==> config.mk <==
export PLATFORM = sky130hd
export DESIGN_NAME = fp_mul_pipe
export DESIGN_NICKNAME = d
export VERILOG_FILES = /design/src/rtl/fp_mul_pipe_pkg.sv /design/src/rtl/fp_mul_pipe_unpack.sv /design/src/rtl/fp_mul_pipe.sv
export SDC_FILE = /design/constraint.sdc
export NUM_CORES = 2
export LEC_CHECK = 0
export ABC_AREA = 0
export CORE_MARGIN = 3
export CORE_UTILIZATION = 50
export DETAILED_ROUTE_END_ITERATION = 8
export PLACE_DENSITY = 0.7
export SETUP_SLACK_MARGIN = 0.2
export SYNTH_ARGS = -nofsm -noshare
export SYNTH_HDL_FRONTEND = slang
export SYNTH_SLANG_ARGS = --single-unit
==> constraint.sdc <==
create_clock -name CLK -period 6.25 [get_ports CLK]
set_clock_uncertainty 0.1 [all_clocks]
set_input_delay 1.25 -clock CLK [delete_from_list [all_inputs] [get_ports CLK]]
set_output_delay 1.25 -clock CLK [all_outputs]
set_load 0.05 [all_outputs]
==> src/rtl/fp_mul_pipe_pkg.sv <==
`default_nettype none
// ============================================================================
// Module      : fp_mul_pipe_pkg
// Description : Shared types and helpers for the pipelined FP multiplier:
//               operand classes, exception flag bundle, exponent bias and
//               canonical quiet-NaN pattern.
// Revision    : 1.0 - initial release
// ============================================================================
package fp_mul_pipe_pkg;

  // Widest encoding the canonical-NaN helper can build.
  localparam int QNAN_MAX_W = 128;

  typedef enum logic [2:0] {
    ZERO = 3'd0,
    NORM = 3'd1,
    INF  = 3'd2,
    QNAN = 3'd3,
    SNAN = 3'd4
  } fp_class_t;

  typedef struct packed {
    logic overflow;
    logic underflow;
    logic invalid;
    logic inexact;
  } fp_flags_t;

  function automatic int bias(input int exp_w);
    return (1 << (exp_w - 1)) - 1;
  endfunction

  // {0, all-ones exponent, 1, zeros}; callers keep the low 1+exp_w+man_w bits.
  function automatic logic [QNAN_MAX_W-1:0] canonical_qnan(input int exp_w, input int man_w);
    logic [QNAN_MAX_W-1:0] q;
    q = '0;
    for (int i = 0; i < exp_w; i++) begin
      q[man_w + i] = 1'b1;
    end
    q[man_w - 1] = 1'b1;
    return q;
  endfunction

endpackage : fp_mul_pipe_pkg
`default_nettype wire

==> src/rtl/fp_mul_pipe_unpack.sv <==
`default_nettype none
// ============================================================================
// Module      : fp_unpack
// Description : Splits one IEEE-754 operand into sign/exponent/significand,
//               classifies it, and flushes subnormals to signed zero (DAZ).
// Revision    : 1.0 - initial release
// ============================================================================
module fp_unpack
  import fp_mul_pipe_pkg::*;
#(
  parameter int EXP_W = 8,
  parameter int MAN_W = 23
) (
  input  logic [EXP_W+MAN_W:0] op_i,
  output logic                 sign_o,
  output logic [EXP_W-1:0]     exp_o,
  output logic [MAN_W:0]       sig_o,
  output fp_class_t            cls_o
);

  logic [EXP_W-1:0] exp_f;
  logic [MAN_W-1:0] frac_f;

  assign exp_f  = op_i[EXP_W+MAN_W-1:MAN_W];
  assign frac_f = op_i[MAN_W-1:0];

  // Classify the operand; subnormals fall into ZERO with a cleared significand.
  always_comb begin
    sign_o = op_i[EXP_W+MAN_W];
    exp_o  = exp_f;
    sig_o  = {1'b1, frac_f};
    cls_o  = NORM;
    if (exp_f == {EXP_W{1'b1}}) begin
      sig_o = '0;
      if (frac_f == '0)          cls_o = INF;
      else if (frac_f[MAN_W-1])  cls_o = QNAN;
      else                       cls_o = SNAN;
    end else if (exp_f == '0) begin
      cls_o = ZERO;
      sig_o = '0;
      exp_o = '0;
    end
  end

endmodule : fp_unpack
`default_nettype wire

==> src/rtl/fp_mul_pipe.sv <==
`default_nettype none
// ============================================================================
// Module      : fp_mul_pipe
// Description : 3-stage pipelined IEEE-754 multiplier (unpack / multiply /
//               normalise-round-pack) with valid/ready handshake, tag
//               passthrough, DAZ/FTZ and IEEE exception flags.
//               Optional macro FP_MUL_PIPE_RNE_EN selects round-to-nearest-
//               even; otherwise the result is truncated.
// Revision    : 1.0 - initial release
// ============================================================================
module fp_mul_pipe
  import fp_mul_pipe_pkg::*;
#(
  parameter int EXP_W = 8,
  parameter int MAN_W = 23,
  parameter int TAG_W = 4
) (
  input  logic                 CLK,
  input  logic                 nRST,
  input  logic                 in_valid,
  output logic                 in_ready,
  input  logic [EXP_W+MAN_W:0] in_a,
  input  logic [EXP_W+MAN_W:0] in_b,
  input  logic [TAG_W-1:0]     in_tag,
  output logic                 out_valid,
  input  logic                 out_ready,
  output logic [EXP_W+MAN_W:0] out_result,
  output logic [TAG_W-1:0]     out_tag,
  output logic                 out_overflow,
  output logic                 out_underflow,
  output logic                 out_invalid,
  output logic                 out_inexact
);

  localparam int W  = 1 + EXP_W + MAN_W;
  localparam int PW = 2 * MAN_W + 2;
  localparam int EW = EXP_W + 2;

  localparam logic [QNAN_MAX_W-1:0] QNAN_FULL = canonical_qnan(EXP_W, MAN_W);
  localparam logic [W-1:0]          QNAN_C    = QNAN_FULL[W-1:0];
  localparam logic signed [EW-1:0]  BIAS_C    = EW'(bias(EXP_W));
  localparam logic signed [EW-1:0]  EMAX_C    = EW'((1 << EXP_W) - 1);
  localparam logic signed [EW-1:0]  ONE_C     = EW'(1);

  // A single advance enable moves every stage together; a stall freezes all.
  logic adv;
  assign adv      = !out_valid || out_ready;
  assign in_ready = adv;

  // ---------------- S1: unpack ----------------
  logic             a_sign, b_sign;
  logic [EXP_W-1:0] a_exp, b_exp;
  logic [MAN_W:0]   a_sig, b_sig;
  fp_class_t        a_cls, b_cls;

  fp_unpack #(.EXP_W(EXP_W), .MAN_W(MAN_W)) u_unpack_a (
    .op_i(in_a), .sign_o(a_sign), .exp_o(a_exp), .sig_o(a_sig), .cls_o(a_cls)
  );
  fp_unpack #(.EXP_W(EXP_W), .MAN_W(MAN_W)) u_unpack_b (
    .op_i(in_b), .sign_o(b_sign), .exp_o(b_exp), .sig_o(b_sig), .cls_o(b_cls)
  );

  logic signed [EW-1:0] s1_e_d;
  assign s1_e_d = $signed({2'b00, a_exp}) + $signed({2'b00, b_exp}) - BIAS_C;

  logic                 s1_valid_q, s1_sign_q;
  fp_class_t            s1_cls_a_q, s1_cls_b_q;
  logic signed [EW-1:0] s1_e_q;
  logic [MAN_W:0]       s1_siga_q, s1_sigb_q;
  logic [TAG_W-1:0]     s1_tag_q;

  // Stage 1 register: classified operands and biased exponent sum.
  always_ff @(posedge CLK or negedge nRST) begin
    if (!nRST) begin
      s1_valid_q <= 1'b0;
      s1_sign_q  <= 1'b0;
      s1_cls_a_q <= ZERO;
      s1_cls_b_q <= ZERO;
      s1_e_q     <= '0;
      s1_siga_q  <= '0;
      s1_sigb_q  <= '0;
      s1_tag_q   <= '0;
    end else if (adv) begin
      s1_valid_q <= in_valid;
      if (in_valid) begin
        s1_sign_q  <= a_sign ^ b_sign;
        s1_cls_a_q <= a_cls;
        s1_cls_b_q <= b_cls;
        s1_e_q     <= s1_e_d;
        s1_siga_q  <= a_sig;
        s1_sigb_q  <= b_sig;
        s1_tag_q   <= in_tag;
      end
    end
  end

  // ---------------- S2: multiply ----------------
  logic                 s2_valid_q, s2_sign_q;
  fp_class_t            s2_cls_a_q, s2_cls_b_q;
  logic signed [EW-1:0] s2_e_q;
  logic [PW-1:0]        s2_p_q;
  logic [TAG_W-1:0]     s2_tag_q;

  // Stage 2 register: full-width significand product plus carried context.
  always_ff @(posedge CLK or negedge nRST) begin
    if (!nRST) begin
      s2_valid_q <= 1'b0;
      s2_sign_q  <= 1'b0;
      s2_cls_a_q <= ZERO;
      s2_cls_b_q <= ZERO;
      s2_e_q     <= '0;
      s2_p_q     <= '0;
      s2_tag_q   <= '0;
    end else if (adv) begin
      s2_valid_q <= s1_valid_q;
      if (s1_valid_q) begin
        s2_sign_q  <= s1_sign_q;
        s2_cls_a_q <= s1_cls_a_q;
        s2_cls_b_q <= s1_cls_b_q;
        s2_e_q     <= s1_e_q;
        s2_p_q     <= s1_siga_q * s1_sigb_q;
        s2_tag_q   <= s1_tag_q;
      end
    end
  end

  // ---------------- S3: normalise / round / pack ----------------
  logic                 p_msb, guard, sticky, round_up;
  logic [MAN_W-1:0]     frac_raw;
  logic [MAN_W:0]       frac_sum;
  logic signed [EW-1:0] e_norm, e_fin;
  logic                 nan_any, snan_any, inf_a, inf_b, zero_a, zero_b, inf_x_zero;
  logic [W-1:0]         result_d;
  fp_flags_t            flags_d;

  // Normalise by one bit if needed, round, range-check, then apply specials.
  always_comb begin
    p_msb    = s2_p_q[PW-1];
    frac_raw = p_msb ? s2_p_q[PW-2 -: MAN_W] : s2_p_q[PW-3 -: MAN_W];
    guard    = p_msb ? s2_p_q[MAN_W] : s2_p_q[MAN_W-1];
    sticky   = p_msb ? (|s2_p_q[MAN_W-1:0]) : (|s2_p_q[MAN_W-2:0]);
    e_norm   = p_msb ? (s2_e_q + ONE_C) : s2_e_q;
`ifdef FP_MUL_PIPE_RNE_EN
    round_up = guard && (sticky || frac_raw[0]);
`else
    round_up = 1'b0;
`endif
    frac_sum = {1'b0, frac_raw} + {{MAN_W{1'b0}}, round_up};
    // A carry out leaves the fraction bits at zero, only the exponent bumps.
    e_fin    = frac_sum[MAN_W] ? (e_norm + ONE_C) : e_norm;

    flags_d  = '0;
    if (!e_fin[EW-1] && (e_fin >= EMAX_C)) begin
      result_d          = {s2_sign_q, {EXP_W{1'b1}}, {MAN_W{1'b0}}};
      flags_d.overflow  = 1'b1;
      flags_d.inexact   = 1'b1;
    end else if (e_fin[EW-1] || (e_fin == '0)) begin
      result_d          = {s2_sign_q, {(W-1){1'b0}}};
      flags_d.underflow = 1'b1;
      flags_d.inexact   = 1'b1;
    end else begin
      result_d          = {s2_sign_q, e_fin[EXP_W-1:0], frac_sum[MAN_W-1:0]};
      flags_d.inexact   = guard | sticky;
    end

    nan_any    = (s2_cls_a_q == QNAN) || (s2_cls_a_q == SNAN) ||
                 (s2_cls_b_q == QNAN) || (s2_cls_b_q == SNAN);
    snan_any   = (s2_cls_a_q == SNAN) || (s2_cls_b_q == SNAN);
    inf_a      = (s2_cls_a_q == INF);
    inf_b      = (s2_cls_b_q == INF);
    zero_a     = (s2_cls_a_q == ZERO);
    zero_b     = (s2_cls_b_q == ZERO);
    inf_x_zero = (inf_a && zero_b) || (zero_a && inf_b);

    if (nan_any || inf_x_zero) begin
      result_d        = QNAN_C;
      flags_d         = '0;
      flags_d.invalid = snan_any || inf_x_zero;
    end else if (inf_a || inf_b) begin
      result_d = {s2_sign_q, {EXP_W{1'b1}}, {MAN_W{1'b0}}};
      flags_d  = '0;
    end else if (zero_a || zero_b) begin
      result_d = {s2_sign_q, {(W-1){1'b0}}};
      flags_d  = '0;
    end
  end

  logic             out_valid_q;
  logic [W-1:0]     out_result_q;
  logic [TAG_W-1:0] out_tag_q;
  fp_flags_t        out_flags_q;

  // Output register: holds steady while the consumer stalls.
  always_ff @(posedge CLK or negedge nRST) begin
    if (!nRST) begin
      out_valid_q  <= 1'b0;
      out_result_q <= '0;
      out_tag_q    <= '0;
      out_flags_q  <= '0;
    end else if (adv) begin
      out_valid_q <= s2_valid_q;
      if (s2_valid_q) begin
        out_result_q <= result_d;
        out_tag_q    <= s2_tag_q;
        out_flags_q  <= flags_d;
      end
    end
  end

  assign out_valid     = out_valid_q;
  assign out_result    = out_result_q;
  assign out_tag       = out_tag_q;
  assign out_overflow  = out_flags_q.overflow;
  assign out_underflow = out_flags_q.underflow;
  assign out_invalid   = out_flags_q.invalid;
  assign out_inexact   = out_flags_q.inexact;

endmodule : fp_mul_pipe
`default_nettype wire

* Word level (Yosys, flattened, before mapping) *
Index checks and enable logic that the tools add are counted.

storage, ports and cells
  register bits = 181
  input port bits = 72
  output and inout bits = 42
  logic and storage cells = 98

operators by class
  add/subtract/negate cells = 3
  $mul = 1
  order comparisons = 1
  eq/ne operators = 8
  multiplexer cells = 33
  bitwise operators = 2
  reductions and logical operators = 28

operators by type and width
  kind                     number
  $mux W31                 4
  $mux W24                 4
  $mul A24 B24 Y48         1
  $logic_not A23 Y1        2
  $mux W32                 1
  $mux W8                  4
  $mux W23                 1
  $reduce_or A23 Y1        1
  $reduce_or A22 Y1        1
  $mux W3                  6
  $eq A8 B8 Y1 const B     2
  $logic_not A8 Y1         2
  $eq A3 B2 Y1 const B     4
  $mux W4                  3
  $logic_or A1 B1 Y1       11
  $add A10 B2 Y10 const B  1
  $ge A10 B9 Y1 const B    1
  $logic_not A10 Y1        1
  $mux W10                 1
  $sub A9 B7 Y10 const B   1
  $add A8 B8 Y9            1
  $mux W1                  9
  $eq A3 B3 Y1 const B     2
  $logic_not A3 Y1         2
  other kinds (5)          10

* Longest topological paths before layout *
  depth after elaboration = 9
  mapped depth = 28
  gate-level depth less buffers = 25

* By module *
From an unflattened synthesis, not the netlist that was laid out.

second synthesis, totals
  cell total of the unflattened synthesis = 3013
  area, all modules = 27585.2 um2

by module, submodules not included
  module       times used  cells each  area an instance (um2)  sequential area each (um2)
  fp_mul_pipe  1           2897        26761.9                 4529.3
  fp_unpack    2           58          411.6                   0.0

* Worst setup path after synthesis *
OpenSTA, ideal clock, no wires.

  path kind = register -> register
  start = reg s1_sigb_q[3]
  end = reg s2_p_q[34]
  library setup time = 0.125 ns
  data arrival time = 6.578 ns
  data required time = 6.025 ns
  setup slack = -0.552 ns
  cell stages (with the launch flop) = 27
  path buffers = 2
  clock period less this slack = 6.802 ns
  cells stage by stage = dfrtp_1 > clkbuf_1 > clkbuf_1 > nand2_1 > fa_1 > inv_1 > fa_1 > inv_1 > fa_1 > inv_1 > fa_1 > inv_1 > fa_1 > inv_1 > fa_1 > inv_1 > fa_1 > inv_1 > ha_1 > a21oi_1 > a21boi_1 > a311oi_1 > nor3_1 > or3_1 > a31o_2 > xor2_1 > mux2_2

on the way
  cells in the longest elaborated chain, start to end = 1

RTL lines
  what                      line                RTL
  start: declaration        fp_mul_pipe.sv:69   logic [MAN_W:0] s1_siga_q, s1_sigb_q;
  start signal: assignment  fp_mul_pipe.sv:91   s1_sigb_q <= b_sig;
  $mul A24 B24 Y48          fp_mul_pipe.sv:121  s2_p_q <= s1_siga_q * s1_sigb_q;
  end signal: assignment    fp_mul_pipe.sv:121
  end: declaration          fp_mul_pipe.sv:101  logic [PW-1:0] s2_p_q;

Every way passes these cells.
A chain may end at the register's enable or synchronous reset.

* Worst setup path in the final report *
  start = reg s1_siga_q[17]
  end = reg s2_p_q[45]

on the way
  cells in the longest elaborated chain, start to end = 1

RTL lines
  what                      line                RTL
  start: declaration        fp_mul_pipe.sv:69
  start signal: assignment  fp_mul_pipe.sv:90   s1_siga_q <= a_sig;
  $mul A24 B24 Y48          fp_mul_pipe.sv:121

Every way passes these cells.

==> flow_metrics.env <==
export IMPL_endpoint="s2_p_q[45]"
export IMPL_drive_gt1_share_pct=17.6
export IMPL_setup_slack_ps=-598
export IMPL_die_width_microns=238
export IMPL_synthArstFlopShare_pct=100
export IMPL_pin_count=114
export IMPL_max_freq_mhz=146
export IMPL_drc=0
export IMPL_start_util_pct=50.8
export IMPL_hold_viol=0
export IMPL_fillers=4398
export IMPL_clk_latency_ps=480
export IMPL_path_clk_slew_ps=70
export IMPL_outcome="finished with violations"
export IMPL_cts_buffers=17
export IMPL_ant_nets=0
export IMPL_slew_violations=0
export IMPL_grt_pass1_wl_microns=119000
export IMPL_grt_start_max_net_pins=84
export IMPL_synth_edf_count=0
export IMPL_synth_top_cell_area_share_pct=36.0
export IMPL_tightest_slew_ps=1020
export IMPL_cts_sinks=181
export IMPL_setup_viol=29
export IMPL_dp_hpwl_microns=59800
export IMPL_syn_nets=3688
export IMPL_avgSynthCellArea_sq_um=9.13
export IMPL_r2r_cells=24
export IMPL_yosysSeqAreaShare_pct=16.9
export IMPL_gp_congestion=0.927
export IMPL_wl_per_cell_microns=18.7
export IMPL_dieHeight_microns=238
export IMPL_ys_flop_type="dfrtp_1"
export IMPL_grt_pass1_vias=23300
export IMPL_grt_ovfl_total=0
export IMPL_startpoint_type="flip-flop"
export IMPL_root_buffer="clkbuf_16"
export IMPL_io_buffers=113
export IMPL_antenna_found_initial=3
export IMPL_ys_types=71
export IMPL_die_area_sq_mm=0.0565
export IMPL_required_ps=6560
export IMPL_syn_inst=2943
export IMPL_placed_cells=3834
export IMPL_cp_end_kind="flip-flop"
export IMPL_yosysWarnings=0
export IMPL_num_vias=21100
export IMPL_r2r_slack_ps=-600
export IMPL_ys_ff_latch=181
export IMPL_crit_path_max_fanout=8
export IMPL_hp_class="flip-flop to flip-flop"
export IMPL_max_cap_violations=0
export IMPL_synth_area_leaders="fa_1, dfrtp_1, ha_1"
export IMPL_cts_path_max_buffers=2
export IMPL_htreeDepth=4
export IMPL_crit_start="s1_siga_q[17]"
export IMPL_grt_setup_unrepaired="yes"
export IMPL_hold_slack_ps=363
export IMPL_r2r_start="s1_siga_q[17]"
export IMPL_violations="setup timing"
export IMPL_fin_cells=3924
export IMPL_fin_crit_sh_pct=110
export IMPL_syn_to_final_growth_pct=21.1
export IMPL_crit_type="flip-flop to flip-flop"
export IMPL_nets=3966
export IMPL_worstPathArrival_ps=7160
export IMPL_timing_rr_end="s2_p_q[45]"
export IMPL_fin_crit_ps=6850
export IMPL_core_sq_mm=0.0529
export IMPL_relSlewSlack_pct=31.3
export IMPL_wl_microns=73500
export IMPL_dr_pass1_iters=5
export IMPL_grt_usage_pct=26.7
export IMPL_vias_per_cell=5.38
export IMPL_utilization_pct=61.5
export IMPL_tritoncts="built"
export IMPL_drtIter0Drc=1155
export IMPL_synth_area_leader_cell="fa_1"
export IMPL_syn_area_sq_mm=0.0269
export IMPL_core_rowCount=84
-- flip-flops by register name, indices dropped and copies added (netlist names), 3 cells and up --
name and cells:
out_result 32, s2_cls_b_q 3, s1_siga_q 24, s2_tag_q 4
s2_e_q 10, s1_sigb_q 24, s1_cls_b_q 3, s2_cls_a_q 3
s1_e_q 10, s1_tag_q 4, s2_p_q 48, s1_cls_a_q 3
out_tag 4
-- metal layers --
metal,vias up,routed length (microns),GRT usage (%)
li1,9495,-,-
met1,10800,29100,33.1
met2,585,38100,47.2
met3,174,3220,3.47
met4,0,3090,11.0
met5,-,0,0
-- critical path: stages (launching register included) --
cell	delay (ps)
dfrtp_2	460
buf_12	150
nand2_1	70
fa_1	500
inv_1	70
fa_1	580
inv_1	80
fa_2	490
fa_1	550
inv_2	50
fa_1	470
fa_1	510
inv_1	60
fa_1	480
inv_1	60
ha_4	240
inv_1	100
o22ai_2	110
a221oi_2	330
o21a_4	210
o211ai_4	120
a21oi_4	290
o221ai_2	170
or4_4	450
nand3_2	70
-- worst min path at each step --
stage / slack [ps] / depth (start not counted) / start / to
floorplan: 330 / 2 / s1_e_q[1] / s2_e_q[1]
global placement: 340 / 2 / s1_tag_q[3] / s2_tag_q[3]
detailed placement: 360 / 2 / s1_tag_q[0] / s2_tag_q[0]
CTS: 370 / 2 / s1_e_q[7] / s2_e_q[7]
global route: 390 / 2 / s1_e_q[7] / s2_e_q[7]
finish: 360 / 2 / s1_e_q[7] / s2_e_q[7]
-- cells in the mapped netlist, drive strengths merged, types with 3 or more instances --
cell and instances:
or4 3, o211ai 8, o21ai 109, a31oi 11, nand3 20, a221oi 3, clkbuf 151, dfrtp 181
nor2b 8, a21oi 54, nor2 36, a22o 51, and2 293, nand4 24, o41ai 4, o21bai 10
a211o 3, o21a 3, xnor2 32, ha 190, o311ai 3, mux2i 23, mux2 7, xor2 23
a211oi 3, nor4 17, fa 483, o31ai 4, nand2b 10, inv 580, or2 3, buf 16
nand2 514, a21o 22, nor3 11, and3 5
-- metrics by stage --
stage	setup WS [ps]	area (sq um)	TNS, ps
finish	-598	32500	-12380
global route	-832	32500	-18110
CTS	-603	31800	-11120
detailed placement	-780	30600	-14700
global placement	-706	30600	-13140
floorplan	-143	27400	-735
-- placed cells by master, fill, tap and decap left out, drive strengths merged, types with 4 or more instances in the layout --
master,netlist,final
o41ai,4,4
clkdlybuf4s50,0,112
inv,580,588
xnor2,32,32
o211ai,8,8
a31oi,11,11
mux2,7,7
dfrtp,181,181
fa,483,483
nor3,11,11
nand4,24,24
nor2,36,36
a21o,22,22
nor4,17,17
mux2i,23,23
nand3,20,20
and2,293,293
a21oi,54,54
buf,16,311
nand2b,10,10
o31ai,4,4
o21ai,109,109
ha,190,190
clkbuf,151,22
nand2,514,514
nor2b,8,8
a22o,51,51
and3,5,5
o21bai,10,10
xor2,23,23
-- area by class of cell --
cell class	count	area [sq um]	share of cell area, %
clock buffers	19	443	1.36
multi-input cells	2015	20400	62.7
flip-flops and latches	181	4560	14.0
repair buffers	426	3930	12.1
well taps	688	861	2.65
inverters	580	2180	6.69
clock inverters	12	159	0.489
diodes	3	7.51	0.0231
-- cells by family after synthesis --
| kind of cell | after synthesis | synth area share (%) |
|---|---|---|
| flip-flops | 181 | 16.9 |
| multiplexers | 30 | 1.15 |
| AO/OA/AOI/OAI | 302 | 7.66 |
| adder cells (fa/ha/maj) | 673 | 44.8 |
| XOR/XNOR | 55 | 1.79 |
| buffers and inverters | 747 | 10.5 |
| AND/OR/NAND/NOR | 955 | 17.2 |
-- timing repair --
item                                   4_1_cts  5_1_grt
endpoints found under the hold margin        0        0
cloned                                       1        2
pin swaps                                   53       77
hold buffers                                 0        0
setup endpoints to repair                   34       35
resized for setup                          105      126
setup buffers                               26       27
Power is not shown: default switching activity piles up to over one toggle a cycle in this logic, so the estimate is an artifact.
